--- config.mk ---
export PLATFORM = sky130hd
export DESIGN_NAME = lut_ff_mux_array
export DESIGN_NICKNAME = d
export VERILOG_FILES = /design/src/rtl/lut_ff_mux_pkg.sv /design/src/rtl/lut_ff_cell.sv /design/src/rtl/lut_ff_mux_array.sv
export SDC_FILE = /design/constraint.sdc
export NUM_CORES = 1
export LEC_CHECK = 0
export CAP_MARGIN = 20
export CORE_MARGIN = 1.5
export CORE_UTILIZATION = 61
export DETAILED_ROUTE_END_ITERATION = 8
export PLACE_DENSITY = 0.84
export SYNTH_ARGS = -nofsm -noshare
export SYNTH_HDL_FRONTEND = slang
export SYNTH_SLANG_ARGS = --single-unit
--- constraint.sdc ---
create_clock -name clk -period 3.19 [get_ports clk]
set_input_delay 0.4785 -clock clk [delete_from_list [all_inputs] [get_ports clk]]
set_output_delay 0.4785 -clock clk [all_outputs]
set_load 0.02 [all_outputs]
--- src/rtl/lut_ff_mux_pkg.sv ---
// Shared types and helpers for the multi-channel LUT/FF/mux fabric benchmark.
package lut_ff_mux_pkg;

  typedef enum logic [1:0] {
    UNCFG   = 2'd0,
    LOADING = 2'd1,
    READY   = 2'd2
  } cfg_state_t;

  // Total configuration length: per channel a 2**k-entry table plus one inversion bit.
  function automatic int unsigned cfg_len(input int unsigned k, input int unsigned ch);
    return ch * ((32'd1 << k) + 32'd1);
  endfunction

endpackage

--- src/rtl/lut_ff_cell.sv ---
// One fabric channel: K-input LUT with output inversion, gated FF and comb/reg output mux.
module lut_ff_cell
  import lut_ff_mux_pkg::*;
#(
  parameter int unsigned K = 4
) (
  input  logic                clk,
  input  logic                rst_n,
  input  logic [(2**K)-1:0]   table_bits,
  input  logic                inv,
  input  logic                cfg_done,
  input  logic                clr,
  input  logic                ce,
  input  logic [K-1:0]        sel,
  input  logic                mux_sel,
  output logic                q
);

  logic lut_c;
  logic ff_q;

  assign lut_c = table_bits[sel] ^ inv;

  // FF is forced to zero whenever the configuration is not complete, so the first READY cycle sees 0.
  always_ff @(posedge clk or negedge rst_n) begin
    if (!rst_n) begin
      ff_q <= 1'b0;
    end else if (!cfg_done || clr) begin
      ff_q <= 1'b0;
    end else if (ce) begin
      ff_q <= lut_c;
    end
  end

  assign q = cfg_done ? (mux_sel ? ff_q : lut_c) : 1'b0;

endmodule

--- src/rtl/lut_ff_mux_array.sv ---
// CH-channel LUT/FF/mux array with a serial configuration chain and load FSM.
module lut_ff_mux_array
  import lut_ff_mux_pkg::*;
#(
  parameter int unsigned K  = 4,
  parameter int unsigned CH = 4
) (
  input  logic              clk,
  input  logic              global_resetn,
  input  logic              cfg_en,
  input  logic              cfg_din,
  output logic              cfg_done,
  input  logic              clr,
  input  logic [CH-1:0]     ce,
  input  logic [CH*K-1:0]   in,
  input  logic [CH-1:0]     mux_sel,
  output logic [CH-1:0]     q
);

  localparam int unsigned TW = 2**K;
  localparam int unsigned FW = TW + 1;
  localparam int unsigned L  = cfg_len(K, CH);
  localparam int unsigned CW = $clog2(L + 1);

  cfg_state_t      state_q, state_d;
  logic [CW-1:0]   cnt_q, cnt_d;
  logic [L-1:0]    cfg_q;
  logic            shift_c;
  logic            done_q;

  // Load FSM: any gap in cfg_en during a load aborts it; cfg_en from READY starts a reload.
  always_comb begin
    state_d = state_q;
    cnt_d   = cnt_q;
    shift_c = 1'b0;
    case (state_q)
      UNCFG, READY: begin
        if (cfg_en) begin
          shift_c = 1'b1;
          cnt_d   = CW'(1);
          state_d = LOADING;
        end
      end
      LOADING: begin
        if (cfg_en) begin
          shift_c = 1'b1;
          if (cnt_q == CW'(L - 1)) begin
            cnt_d   = '0;
            state_d = READY;
          end else begin
            cnt_d = cnt_q + CW'(1);
          end
        end else begin
          cnt_d   = '0;
          state_d = UNCFG;
        end
      end
      default: begin
        cnt_d   = '0;
        state_d = UNCFG;
      end
    endcase
  end

  always_ff @(posedge clk or negedge global_resetn) begin
    if (!global_resetn) begin
      state_q <= UNCFG;
      cnt_q   <= '0;
      done_q  <= 1'b0;
      cfg_q   <= '0;
    end else begin
      state_q <= state_d;
      cnt_q   <= cnt_d;
      done_q  <= (state_d == READY);
      if (shift_c) begin
        cfg_q <= {cfg_din, cfg_q[L-1:1]};
      end
    end
  end

  assign cfg_done = done_q;

  // Channel c reads table bits [b +: 2**K] and the inversion bit at b + 2**K.
  for (genvar c = 0; c < CH; c++) begin : g_ch
    lut_ff_cell #(.K(K)) u_cell (
      .clk        (clk),
      .rst_n      (global_resetn),
      .table_bits (cfg_q[c*FW +: TW]),
      .inv        (cfg_q[c*FW + TW]),
      .cfg_done   (done_q),
      .clr        (clr),
      .ce         (ce[c]),
      .sel        (in[c*K +: K]),
      .mux_sel    (mux_sel[c]),
      .q          (q[c])
    );
  end

endmodule

==> metrics.yaml <==
vias_per_cell: 5.790
slowest_delay_ns: 0.60
numClockSinks: 82
root_buffer: "clkbuf_8"
worstSetupPathType: "in2out"
start_util: 0.6312
required_ns: 2.71
path_delay_family: "multiplexers"
p_seq_frac: 0.542
slew_viol_final: 0
die_w_um: 81.28
synth_seq_cells: 82
fin_cells: 357
path_cells: "dlygate4sd2_1 > mux4_1 > mux4_2 > xnor2_1 > a21oi_1 > clkdlybuf4s15_2"
ys_seq_area_frac: 0.5490
synth.largest_area_cell: "dfrtp_1"
syn_area_um2: 3737
cp_slowest_cell: "mux4_1"
drv_cap: 0
intPower_mw: 1.850
yosys.area_share.simple: 0.02310
layout_commonest_cell: "dfrtp_1"
pwr-share-clk: 0.300
tightest_slew_ns: 0.4747
leakagePower_nw: 2.053
clk_path_buf_depth: 2
postSynthCellCount: 241
route.vias.total: 2067
synthXorXnorAreaFrac: 0.02109
grt_use_total: 0.2074
synth_warnings: 0
dpl.hpwl_um: 4272
wl_per_cell_um: 17.77
synth.area.mux_share: 0.3415
drtIter0Drc: 90
regArea_um2: 2052
power_density_nw_per_um2: 565.9
grt_max_degree: 83
port_buffers: 33
areaGrowthSynthToFinish_pct: 16.61
htreeDepth: 3
die_h_um: 81.28
routabilityCongestion: 0.7728
first_pass_iters: 4
hold_ws_ns: 0.4737
cts_buffers: 9
crit_path_end_kind: "primary output"
synth.top_cell.area_share: 0.5490
multiInputGateArea_um2: 1613
grt_pass1_wl_um: 9922
diodes: 0
fmax_ghz: 0.3417
clk_pin_slew_ns: 0.08
clk_latency_ns: 0.35
grt_pass1_vias: 2096
synth_compound_area_frac: 0.03950
nFillCells: 375
sw_frac_of_total: 0.2500
tritoncts: "built"
fin_crit_sh: 0.9175
cp.arrival_ns: 2.45
synth_top_family_by_area: "multiplexers"
ys_types: 26
synth.net_count: 271
worstPathBufferInverterCount: 2
finalClockSkew_ns: 0.01160
dp_cells: 339
pwr-share-comb: 0.158
post-route-cell-area_um2: 4358
synth_fa_ha_area_frac: 0.003348
ios: 34
drive_gt1_frac: 0.3369
placementRows: 28
ant_nets: 0
post_synth.cell_area_avg_um2: 15.51
mostFrequentLayoutCells: "dfrtp_1, mux2_2, clkdlybuf4s50_1"
hold_path.class: "in2async"
cp-start-kind: "input port"
fin_crit_ns: 2.927
netlist_top_cells_area: "dfrtp_1, mux2_2, mux4_1"
overflow: 0
fin_nets: 307
relSlewSlack: 0.6806
cts_setup_buffers: 0
dieArea_um2: 6606
placeableCoreArea_um2: 5921
status: "finished clean"
path_max_fanout: 4
setup_viol: 0
rsz0062_at_grt: "false"
wl_um: 6343
vdd_drop_max_mv: 0.3919
p_sw_mw: 0.6165
hold_viol: 0
drc_errors: 0
placed_area_um2: 4116
antenna_found_initial: 0
reg2reg_setup_slack_ns: 1.35
-- power groups by stage --
stage / clock [mW] / sequential (mW) / combinational [mW]
2_1_floorplan: 0 / 1.29 / 0.293
3_3_place_gp: 0 / 1.34 / 0.368
3_5_place_dp: 0 / 1.35 / 0.387
4_1_cts: 0.753 / 1.34 / 0.389
5_1_grt: 0.804 / 1.36 / 0.426
6_report: 0.741 / 1.34 / 0.389
-- logic make-up (layout without fill, tap and decap cells) --
| kind of cell | Yosys count | in the layout |
|---|---|---|
| mux | 88 | 88 |
| flops | 82 | 82 |
| compound gates | 26 | 26 |
| simple gates | 19 | 19 |
| buf+inv | 16 | 57 |
| xor+xnor | 9 | 9 |
| fa+ha+maj | 1 | 1 |
-- registers in the layout (all words and copies together), names as in the netlist --
register          flops
cfg_done              1
g_ch.u_cell.ff_q      4
cnt_q                 7
state_q               2
cfg_q                68
-- stage by stage --
stage          worst slack (ns)  utilization  TNS [ns]  power (mW)
6_report                 0.2632       0.7361         0       2.466
2_1_floorplan            0.8195            -         0       1.588
3_3_place_gp            -0.3188       0.6953    -1.187       1.711
3_5_place_dp            -0.3477       0.6953    -1.352       1.741
4_1_cts               0.0003899       0.7289         0       2.478
5_1_grt                  0.1645       0.7361         0       2.592
-- worst register-to-register path: stages (launching register included) --
cell     delay, ns
dfrtp_1       0.41
mux4_1        0.51
mux4_2        0.49
xnor2_1       0.22
a21oi_1       0.10
-- area by class of cell --
| class | count | area share |
|---|---|---|
| Clock buffer | 12 | 0.03330 |
| Inverter | 4 | 0.003445 |
| Timing Repair Buffer | 37 | 0.08900 |
| Multi-Input combinational cell | 143 | 0.3701 |
| Sequential cell | 82 | 0.4709 |
| Tap cell | 75 | 0.02153 |
| Clock inverter | 4 | 0.01177 |
-- synthesized netlist by cell type, drive strengths merged --
| library cell | n |
|---|---|
| a22o | 1 |
| a21oi | 9 |
| nor2b | 1 |
| buf | 11 |
| nand3 | 1 |
| xor2 | 3 |
| and3 | 1 |
| or3 | 1 |
| o21ai | 11 |
| nor4 | 1 |
| nand3b | 1 |
| nor2 | 10 |
| clkbuf | 1 |
| a31oi | 1 |
| nand2 | 3 |
| mux2 | 68 |
| mux4 | 20 |
| dfrtp | 82 |
| a21boi | 2 |
| o2111ai | 2 |
| inv | 4 |
| ha | 1 |
| xnor2 | 6 |
-- per-layer routing --
layer | routed length (um) | GRT usage
met3 | 208 | 0.03820
met4 | 187 | 0.1276
met2 | 3061 | 0.3223
met1 | 2886 | 0.2707
met5 | 0 | 0
-- timing repair --
item                                    4_1_cts  5_1_grt
endpoints found under the setup margin        4        2
hold buffers                                  0        1
resized for setup                            14        2
endpoints found under the hold margin         0        5
-- final timing paths --
| path | start | end | depth (start not counted) |
|---|---|---|---|
| max in group asynchronous | global_resetn | cfg_q[23] | 3 |
| setup / recovery | in[14] | q[3] | 6 |
| setup reg to reg | cfg_q[7] | g_ch[0].u_cell.ff_q | 4 |
| min in group clk | cfg_q[18] | cfg_q[17] | 1 |
| hold reg to reg | cfg_q[18] | cfg_q[17] | 1 |
| hold / removal | global_resetn | cfg_q[63] | 2 |
Note: power is estimated with default switching activity, not from simulation.
